### config.mk
export PLATFORM = sky130hd
export DESIGN_NAME = clint_axi_peripheral_bridge
export DESIGN_NICKNAME = d
export VERILOG_FILES = /design/src/rtl/clint_axi_peripheral_bridge.sv
export SDC_FILE = /design/constraint.sdc
export NUM_CORES = 1
export LEC_CHECK = 0
export BUFFER_PORTS_ARGS = -buffer_cell sky130_fd_sc_hd__clkbuf_2
export CORE_ASPECT_RATIO = 1.1
export CORE_UTILIZATION = 55
export DETAILED_ROUTE_END_ITERATION = 12
export HOLD_SLACK_MARGIN = 0.1
export PLACE_DENSITY = 0.79
export RECOVER_POWER = 100
export SLEW_MARGIN = 25
export SYNTH_ARGS = -nofsm -noshare
export SYNTH_HDL_FRONTEND = slang
export SYNTH_SLANG_ARGS = --single-unit
### constraint.sdc
create_clock -name M_AXI_ACLK -period 23.3 [get_ports M_AXI_ACLK]
set_input_delay 6.99 -clock M_AXI_ACLK [delete_from_list [all_inputs] [get_ports M_AXI_ACLK]]
set_output_delay 6.99 -clock M_AXI_ACLK [all_outputs]
set_load 0.05 [all_outputs]
### src/rtl/clint_axi_peripheral_bridge.sv
// Peripheral-port to AXI4-Lite master bridge with an N-hart CLINT (mtime/mtimecmp/msip),
// response-error reporting and a per-channel bus-hang timeout.
module clint_axi_peripheral_bridge #(
    parameter int          C_M_AXI_ADDR_WIDTH = 32,
    parameter int          C_M_AXI_DATA_WIDTH = 32,
    parameter int          CPU_DATA_WIDTH     = 64,
    parameter logic [31:0] CLINT_BASE         = 32'h0200_0000,
    parameter int          N_HARTS            = 1,
    parameter int          MTIME_DIV          = 8,
    parameter int          TIMEOUT_CYCLES     = 1023
) (
    input  logic                            M_AXI_ACLK,
    input  logic                            M_AXI_ARESET,
    input  logic                            ADDR_TO_PERI_VALID,
    input  logic [63:0]                     ADDR_TO_PERI,
    input  logic [CPU_DATA_WIDTH-1:0]       DATA_TO_PERI,
    input  logic [CPU_DATA_WIDTH/8-1:0]     WSTRB,
    input  logic                            WRITE_TO_PERI,
    input  logic                            PERI_WORD_ACCESS,
    output logic                            DATA_FROM_PERI_READY,
    output logic [CPU_DATA_WIDTH-1:0]       DATA_FROM_PERI,
    output logic                            PERI_ERROR,
    output logic [C_M_AXI_ADDR_WIDTH-1:0]   M_AXI_AWADDR,
    output logic [2:0]                      M_AXI_AWPROT,
    output logic                            M_AXI_AWVALID,
    input  logic                            M_AXI_AWREADY,
    output logic [C_M_AXI_DATA_WIDTH-1:0]   M_AXI_WDATA,
    output logic [C_M_AXI_DATA_WIDTH/8-1:0] M_AXI_WSTRB,
    output logic                            M_AXI_WVALID,
    input  logic                            M_AXI_WREADY,
    input  logic [1:0]                      M_AXI_BRESP,
    input  logic                            M_AXI_BVALID,
    output logic                            M_AXI_BREADY,
    output logic [C_M_AXI_ADDR_WIDTH-1:0]   M_AXI_ARADDR,
    output logic [2:0]                      M_AXI_ARPROT,
    output logic                            M_AXI_ARVALID,
    input  logic                            M_AXI_ARREADY,
    input  logic [C_M_AXI_DATA_WIDTH-1:0]   M_AXI_RDATA,
    input  logic [1:0]                      M_AXI_RRESP,
    input  logic                            M_AXI_RVALID,
    output logic                            M_AXI_RREADY,
    output logic [N_HARTS-1:0]              MTIP,
    output logic [N_HARTS-1:0]              MSIP
);

    localparam int AXI_B  = C_M_AXI_DATA_WIDTH / 8;
    localparam int CPU_B  = CPU_DATA_WIDTH / 8;
    localparam int BEATS  = CPU_DATA_WIDTH / C_M_AXI_DATA_WIDTH;
    localparam int SLOT_W = (BEATS > 1) ? $clog2(BEATS) : 1;
    localparam int PRE_W  = (MTIME_DIV > 1) ? $clog2(MTIME_DIV) : 1;
    localparam logic [31:0] TO_LAST = 32'(TIMEOUT_CYCLES - 1);

    typedef enum logic [1:0] {S_IDLE, S_ADDR, S_RESP, S_DONE} state_t;

    state_t state_q, state_d;

    logic [63:0]             mtime_q, mtime_d;
    logic [PRE_W-1:0]        presc_q, presc_d;
    logic [63:0]             mtimecmp_q [N_HARTS];
    logic [63:0]             mtimecmp_d [N_HARTS];
    logic [N_HARTS-1:0]      msip_q, msip_d, mtip_q;

    logic [63:0]             clint_off;
    logic [15:0]             off;
    logic                    in_clint, clint_wr;
    logic [63:0]             clint_rdata;

    logic [C_M_AXI_ADDR_WIDTH-1:0] req_addr_q, aligned_addr, beat_addr;
    logic [CPU_DATA_WIDTH-1:0]     req_data_q, rdata_q;
    logic [CPU_B-1:0]              req_strb_q;
    logic                          req_write_q, req_word_q;
    logic [BEATS-1:0]              mask_q, req_mask, slot_onehot, mask_rest;
    logic [SLOT_W-1:0]             slot;
    logic                          aw_done_q, w_done_q, err_q;
    logic [31:0]                   tmo_q;
    logic [C_M_AXI_DATA_WIDTH-1:0] beat_wdata;
    logic [AXI_B-1:0]              beat_wstrb;
    logic aw_hs, w_hs, ar_hs, resp_hs, resp_err, any_hs, addr_done, tmo_hit;

    assign clint_off = ADDR_TO_PERI - 64'(CLINT_BASE);
    assign in_clint  = clint_off < 64'h1_0000;
    assign off       = clint_off[15:0];
    assign clint_wr  = (state_q == S_IDLE) && ADDR_TO_PERI_VALID && in_clint && WRITE_TO_PERI;

    // Both 32-bit lanes of the addressed doubleword are decoded; a word access keeps only lane ADDR[2].
    always_comb begin : clint_read
        logic [15:0] wa;
        logic [31:0] wv;
        clint_rdata = '0;
        for (int unsigned l = 0; l < 2; l++) begin
            wa = {off[15:3], l[0], 2'b00};
            wv = '0;
            for (int unsigned h = 0; h < N_HARTS; h++) begin
                if (wa == 16'(4 * h))             wv = {31'b0, msip_q[h]};
                if (wa == 16'(32'h4000 + 8 * h))  wv = mtimecmp_q[h][31:0];
                if (wa == 16'(32'h4004 + 8 * h))  wv = mtimecmp_q[h][63:32];
            end
            if (wa == 16'hBFF8) wv = mtime_q[31:0];
            if (wa == 16'hBFFC) wv = mtime_q[63:32];
            if (PERI_WORD_ACCESS && (l[0] != off[2])) wv = '0;
            clint_rdata[32*l +: 32] = wv;
        end
    end

    // CPU writes are applied after the prescaler increment so a same-cycle mtime write wins.
    always_comb begin : clint_write
        logic [15:0] wa;
        logic [31:0] wb;
        logic [3:0]  ws;
        mtime_d = mtime_q;
        presc_d = presc_q;
        msip_d  = msip_q;
        for (int unsigned h = 0; h < N_HARTS; h++) mtimecmp_d[h] = mtimecmp_q[h];
        if (presc_q == PRE_W'(MTIME_DIV - 1)) begin
            presc_d = '0;
            mtime_d = mtime_q + 64'd1;
        end else begin
            presc_d = presc_q + PRE_W'(1);
        end
        for (int unsigned l = 0; l < 2; l++) begin
            wa = {off[15:3], l[0], 2'b00};
            wb = DATA_TO_PERI[32*l +: 32];
            ws = WSTRB[4*l +: 4];
            if (clint_wr && (!PERI_WORD_ACCESS || (l[0] == off[2]))) begin
                for (int unsigned h = 0; h < N_HARTS; h++) begin
                    if ((wa == 16'(4 * h)) && ws[0]) msip_d[h] = wb[0];
                    for (int unsigned b = 0; b < 4; b++) begin
                        if (ws[b] && (wa == 16'(32'h4000 + 8 * h))) mtimecmp_d[h][8*b +: 8]      = wb[8*b +: 8];
                        if (ws[b] && (wa == 16'(32'h4004 + 8 * h))) mtimecmp_d[h][32+8*b +: 8]   = wb[8*b +: 8];
                    end
                end
                for (int unsigned b = 0; b < 4; b++) begin
                    if (ws[b] && (wa == 16'hBFF8)) mtime_d[8*b +: 8]    = wb[8*b +: 8];
                    if (ws[b] && (wa == 16'hBFFC)) mtime_d[32+8*b +: 8] = wb[8*b +: 8];
                end
            end
        end
    end

    always_ff @(posedge M_AXI_ACLK or posedge M_AXI_ARESET) begin
        if (M_AXI_ARESET) begin
            mtime_q <= '0;
            presc_q <= '0;
            msip_q  <= '0;
            mtip_q  <= '0;
            for (int unsigned h = 0; h < N_HARTS; h++) mtimecmp_q[h] <= '1;
        end else begin
            mtime_q <= mtime_d;
            presc_q <= presc_d;
            msip_q  <= msip_d;
            for (int unsigned h = 0; h < N_HARTS; h++) begin
                mtimecmp_q[h] <= mtimecmp_d[h];
                mtip_q[h]     <= (mtime_q >= mtimecmp_q[h]);
            end
        end
    end

    // Beat plan: one mask bit per AXI-width slot still to be transferred; the lowest set bit is current.
    always_comb begin : beat_plan
        logic found;
        req_mask = '0;
        for (int unsigned i = 0; i < BEATS; i++) begin
            req_mask[i] = (!PERI_WORD_ACCESS || (BEATS == 1) || (i[0] == ADDR_TO_PERI[2]))
                          && (!WRITE_TO_PERI || (|WSTRB[i*AXI_B +: AXI_B]));
        end
        slot  = '0;
        found = 1'b0;
        for (int unsigned i = 0; i < BEATS; i++) begin
            if (mask_q[i] && !found) begin
                slot  = SLOT_W'(i);
                found = 1'b1;
            end
        end
        slot_onehot  = BEATS'(1) << slot;
        mask_rest    = mask_q & ~slot_onehot;
        aligned_addr = req_addr_q & ~C_M_AXI_ADDR_WIDTH'(CPU_B - 1);
        beat_addr    = req_word_q ? req_addr_q
                                  : aligned_addr + C_M_AXI_ADDR_WIDTH'(32'(slot) * 32'(AXI_B));
        beat_wdata   = req_data_q[slot*C_M_AXI_DATA_WIDTH +: C_M_AXI_DATA_WIDTH];
        beat_wstrb   = req_strb_q[slot*AXI_B +: AXI_B];
    end

    assign aw_hs     = M_AXI_AWVALID && M_AXI_AWREADY;
    assign w_hs      = M_AXI_WVALID && M_AXI_WREADY;
    assign ar_hs     = M_AXI_ARVALID && M_AXI_ARREADY;
    assign resp_hs   = (M_AXI_BREADY && M_AXI_BVALID) || (M_AXI_RREADY && M_AXI_RVALID);
    assign resp_err  = req_write_q ? (M_AXI_BRESP != 2'b00) : (M_AXI_RRESP != 2'b00);
    assign any_hs    = aw_hs || w_hs || ar_hs || resp_hs;
    assign addr_done = req_write_q ? ((aw_done_q || aw_hs) && (w_done_q || w_hs)) : ar_hs;
    assign tmo_hit   = (TIMEOUT_CYCLES != 0) && !any_hs && (tmo_q == TO_LAST);

    always_ff @(posedge M_AXI_ACLK or posedge M_AXI_ARESET) begin
        if (M_AXI_ARESET) state_q <= S_IDLE;
        else              state_q <= state_d;
    end

    always_comb begin
        state_d = state_q;
        case (state_q)
            S_IDLE: if (ADDR_TO_PERI_VALID) state_d = (in_clint || (req_mask == '0)) ? S_DONE : S_ADDR;
            S_ADDR: begin
                if (tmo_hit)        state_d = S_DONE;
                else if (addr_done) state_d = S_RESP;
            end
            S_RESP: begin
                if (tmo_hit)      state_d = S_DONE;
                else if (resp_hs) state_d = (resp_err || (mask_rest == '0)) ? S_DONE : S_ADDR;
            end
            S_DONE:  state_d = S_IDLE;
            default: state_d = S_IDLE;
        endcase
    end

    always_ff @(posedge M_AXI_ACLK or posedge M_AXI_ARESET) begin
        if (M_AXI_ARESET) begin
            req_addr_q  <= '0;
            req_data_q  <= '0;
            req_strb_q  <= '0;
            req_write_q <= 1'b0;
            req_word_q  <= 1'b0;
            mask_q      <= '0;
            rdata_q     <= '0;
            err_q       <= 1'b0;
            aw_done_q   <= 1'b0;
            w_done_q    <= 1'b0;
            tmo_q       <= '0;
        end else begin
            case (state_q)
                S_IDLE: if (ADDR_TO_PERI_VALID) begin
                    req_addr_q  <= ADDR_TO_PERI[C_M_AXI_ADDR_WIDTH-1:0];
                    req_data_q  <= DATA_TO_PERI;
                    req_strb_q  <= WSTRB;
                    req_write_q <= WRITE_TO_PERI;
                    req_word_q  <= PERI_WORD_ACCESS;
                    mask_q      <= in_clint ? '0 : req_mask;
                    rdata_q     <= in_clint ? CPU_DATA_WIDTH'(clint_rdata) : '0;
                    err_q       <= 1'b0;
                    aw_done_q   <= 1'b0;
                    w_done_q    <= 1'b0;
                    tmo_q       <= '0;
                end
                S_ADDR: begin
                    aw_done_q <= aw_done_q | aw_hs;
                    w_done_q  <= w_done_q | w_hs;
                    tmo_q     <= any_hs ? '0 : tmo_q + 32'd1;
                    if (tmo_hit) err_q <= 1'b1;
                end
                S_RESP: begin
                    tmo_q <= any_hs ? '0 : tmo_q + 32'd1;
                    if (tmo_hit) err_q <= 1'b1;
                    if (resp_hs) begin
                        aw_done_q <= 1'b0;
                        w_done_q  <= 1'b0;
                        if (resp_err) begin
                            err_q <= 1'b1;
                        end else begin
                            mask_q <= mask_rest;
                            if (!req_write_q) rdata_q[slot*C_M_AXI_DATA_WIDTH +: C_M_AXI_DATA_WIDTH] <= M_AXI_RDATA;
                        end
                    end
                end
                S_DONE: begin
                    rdata_q <= '0;
                    err_q   <= 1'b0;
                end
                default: ;
            endcase
        end
    end

    always_comb begin
        M_AXI_AWADDR         = '0;
        M_AXI_AWVALID        = 1'b0;
        M_AXI_WDATA          = '0;
        M_AXI_WSTRB          = '0;
        M_AXI_WVALID         = 1'b0;
        M_AXI_BREADY         = 1'b0;
        M_AXI_ARADDR         = '0;
        M_AXI_ARVALID        = 1'b0;
        M_AXI_RREADY         = 1'b0;
        DATA_FROM_PERI_READY = 1'b0;
        DATA_FROM_PERI       = '0;
        PERI_ERROR           = 1'b0;
        M_AXI_AWPROT         = '0;
        M_AXI_ARPROT         = '0;
        MTIP                 = mtip_q;
        MSIP                 = msip_q;
        case (state_q)
            S_ADDR: begin
                if (req_write_q) begin
                    M_AXI_AWVALID = !aw_done_q;
                    M_AXI_WVALID  = !w_done_q;
                    M_AXI_AWADDR  = beat_addr;
                    M_AXI_WDATA   = beat_wdata;
                    M_AXI_WSTRB   = beat_wstrb;
                end else begin
                    M_AXI_ARVALID = 1'b1;
                    M_AXI_ARADDR  = beat_addr;
                end
            end
            S_RESP: begin
                M_AXI_BREADY = req_write_q;
                M_AXI_RREADY = !req_write_q;
            end
            S_DONE: begin
                DATA_FROM_PERI_READY = 1'b1;
                DATA_FROM_PERI       = rdata_q;
                PERI_ERROR           = err_q;
            end
            default: ;
        endcase
    end

endmodule

==> flow_metrics.env <==
export IMPL_crit_type="in -> async"
export IMPL_grt_overflow=0
export IMPL_top_usage_layer="met2"
export IMPL_min_from="presc_q[0]$_DFF_PP0_"
export IMPL_whs_ps=444
export IMPL_synth_edff_count=0
export IMPL_die_w_um=184
export IMPL_antenna_found_initial=1
export IMPL_dr_pass1_iters=5
export IMPL_fp_dieH_um=202
export IMPL_setup_ws_ps=9750
export IMPL_cts_inserted_buffers=37
export IMPL_synth_seq_cells=342
export IMPL_ir_worst_vdd_mv=0.0951
export IMPL_wirelength_um=58900
export IMPL_drt_iter0_drc=1328
export IMPL_portBuffers=354
export IMPL_layout_nets=2524
export IMPL_synth_ff_type="dfrtp_1"
export IMPL_syn_avg_cell_area_um2=10.2
export IMPL_yosysUniqueCellTypes=68
export IMPL_power_density_nw_per_um2=102
export IMPL_totalNegativeSetupSlack_ps=0
export IMPL_fill_cells=2932
export IMPL_required_ps=23040
export IMPL_vias=17000
export IMPL_clock_sinks=342
export IMPL_rsz0062_at_grt="no"
export IMPL_finClkSkew_ps=23.4
export IMPL_p_leak_nw=10.3
export IMPL_cp_data_arrival_time_ps=13280
export IMPL_pre_cts_ws_ps=12710
export IMPL_critPathLaunchType="input port"
export IMPL_area_growth_pct=15.2
export IMPL_grt_pass1_vias=16900
export IMPL_fin_crit_ps=13550
export IMPL_placed_area_um2=22200
export IMPL_dieArea_um2=37200
export IMPL_gr_usage_met3_pct=4.27
export IMPL_yosys_warnings=0
export IMPL_ant_nets=0
export IMPL_hp_class="reg -> reg"
export IMPL_period_share_pct=58.1
export IMPL_post_cts_resized=0
export IMPL_drcViolationCount=0
export IMPL_r2r_setup_slack_ps=16900
export IMPL_end_kind="asynchronous set/reset pin"
export IMPL_slew_violations=658
export IMPL_synthSimpleGateAreaFrac_pct=16.6
export IMPL_maxCapViolCount=11
export IMPL_syn_area_um2=20000
export IMPL_htreeDepth=2
export IMPL_setup_violations=0
export IMPL_wl_per_cell_um=21.2
export IMPL_whs_endpoint="presc_q[0]$_DFF_PP0_"
export IMPL_failed_checks="capacitance limit, slew limit"
export IMPL_hpwl_um=41500
export IMPL_root_buffer="clkbuf_16"
export IMPL_grt_pass1_wl_um=92200
export IMPL_drive_gt1_share_pct=26.5
export IMPL_clockBufferDepth=3
export IMPL_core_area_um2=35500
export IMPL_grt_max_degree=129
export IMPL_synth_top_family_by_area="simple AND/OR/NAND/NOR gates"
export IMPL_gp_congestion=0.936
export IMPL_cp_max_fo=128
export IMPL_worst_pin_slew_ps=5640
export IMPL_netlist_instances=1958
export IMPL_io_pins=361
export IMPL_start_util_pct=56.4
export IMPL_hold_buffers=0
export IMPL_synth_compound_area_share_pct=14.3
export IMPL_synth_xor_area_share_pct=3.90
export IMPL_synthArstFlopShare_pct=100
export IMPL_synth_seq_area_share_pct=43.2
export IMPL_rr_startpoint="state_q[0]$_DFFE_PP0P_"
export IMPL_grtUsageMet1_pct=41.4
export IMPL_grtUsageMet2_pct=52.2
export IMPL_insertion_delay_ps=540
export IMPL_cts_tree="yes"
export IMPL_n_antenna_cell=0
export IMPL_grt_util_all_layers_pct=31.5
export IMPL_muxShareOfSynthArea_pct=13.3
export IMPL_stdcell_area_um2=23100
export IMPL_synthAdderAreaFrac_pct=4.63
export IMPL_timing_fmax_mhz=73.8
export IMPL_clk_pin_slew_ps=60
export IMPL_min_path_cells=1
export IMPL_vias_per_cell=6.13
export IMPL_hold_viol_final=0
export IMPL_cts_setup_buffers=0
export IMPL_rows=72
export IMPL_reg2reg_to="rdata_q[16]$_DFFE_PP0P_"
export IMPL_relSlewSlack_pct=-278
export IMPL_status="finished with violations"
export IMPL_r2r_cells=9
-- synthesized netlist by cell type, drive strengths merged (36+ instances only) --
cell    number  share of area [%]
dfrtp      278                 35
mux2       233                 13
nand2      156                2.9
a22oi      128                4.8
o21ai      103                2.6
and2       100                3.1
clkbuf      92                1.7
inv         91                1.7
nor2        91                1.7
ha          74                4.6
a21oi       65                1.6
a22o        65                2.8
dfstp       64                8.4
nand4       58                2.7
xnor2       53                2.3
and3        47                1.5
nand3       40                1.0
xor2        36                1.6
-- logic make-up (layout without fill, tap and decap cells) --
| family | Yosys count | count (layout) |
|---|---|---|
| AOI/OAI and AO/OA | 423 | 423 |
| xor gates and xnor gates | 89 | 89 |
| adders and majority gates | 74 | 74 |
| buffers and inverters | 199 | 533 |
| DFF | 342 | 342 |
| muxes | 234 | 234 |
| other | 1 | 6 |
| and+or+nand+nor | 596 | 596 |
-- report_power, final --
part           internal (mW)  switching (mW)  total [mW]
Clock                  0.380           0.245       0.626
Combinational          0.285           0.602       0.886
Sequential             0.739           0.102       0.841
Total                   1.40           0.949        2.35
-- final cells by class --
cell class              instances  area [um^2]  area share, %
clock buffers                  56         1130           4.90
clock inverters                12          174          0.754
inverters                      91          343           1.49
multi-input cells            1422        10400           45.2
flip-flops and latches        342         8640           37.5
well taps                     481          602           2.61
repair buffers                374         1740           7.56
-- through the flow --
step | utilization, % | instances | total power [mW]
after detailed placement | 62.4 | 2710 | 1.73
final | 65.0 | 2778 | 2.35
after global placement | 62.4 | 2710 | 1.70
after CTS | 66.1 | 2778 | 2.36
after floorplan | - | 1963 | 1.48
after global routing | 65.0 | 2778 | 2.46
-- routing by layer --
metal  vias up  share of wire [%]
li1       7708                  -
met1      8374                 41
met2       802                 48
met3       140                7.2
met4         0                3.9
met5         -                  0
-- worst max-delay path: stages --
cell and delay (ps):
clkbuf_2 90, clkinvlp_2 3090, clkbuf_1 2900
-- worst max-delay path by stage --
stage                     cells past startpoint                          to                    from  slack, ps
after floorplan                               1            MSIP$_DFFE_PP0P_            M_AXI_ARESET       6940
after global placement                       11     rdata_q[52]$_DFFE_PP0P_        ADDR_TO_PERI[25]      12880
after detailed placement                     11     rdata_q[34]$_DFFE_PP0P_        ADDR_TO_PERI[25]      12710
after CTS                                     6             M_AXI_WDATA[15]  state_q[1]$_DFFE_PP0P_      13190
after global routing                          3  req_data_q[41]$_DFFE_PP0P_            M_AXI_ARESET       8330
final                                         3       tmo_q[30]$_DFFE_PP0P_            M_AXI_ARESET       9750
-- state kept, by name, indices dropped and copies added (netlist names) --
register / count
mtime_q: 64
mtimecmp_q: 64
rdata_q: 64
req_data_q: 64
req_addr_q: 32
tmo_q: 32
req_strb_q: 8
presc_q: 3
mask_q: 2
state_q: 2
MSIP: 1
MTIP: 1
aw_done_q: 1
err_q: 1
req_word_q: 1
req_write_q: 1
w_done_q: 1
-- cells in the final DEF, fill, tap and decap left out, drive strengths merged, types with 14 or more instances in the layout --
master  Yosys  layout
nand3      40      40
a21oi      65      65
nor3       22      22
dfrtp     278     278
ha         74      74
dfstp      64      64
and3       47      47
a21o       18      18
and4       14      14
inv        91      91
xnor2      53      53
a22oi     128     128
nor4       30      30
nand4      58      58
nor2       91      91
nand2     156     156
a22o       65      65
o21ai     103     103
and2      100     100
xor2       36      36
mux2      233     233
clkbuf     92     417
Power figures use the tool's default switching activity.
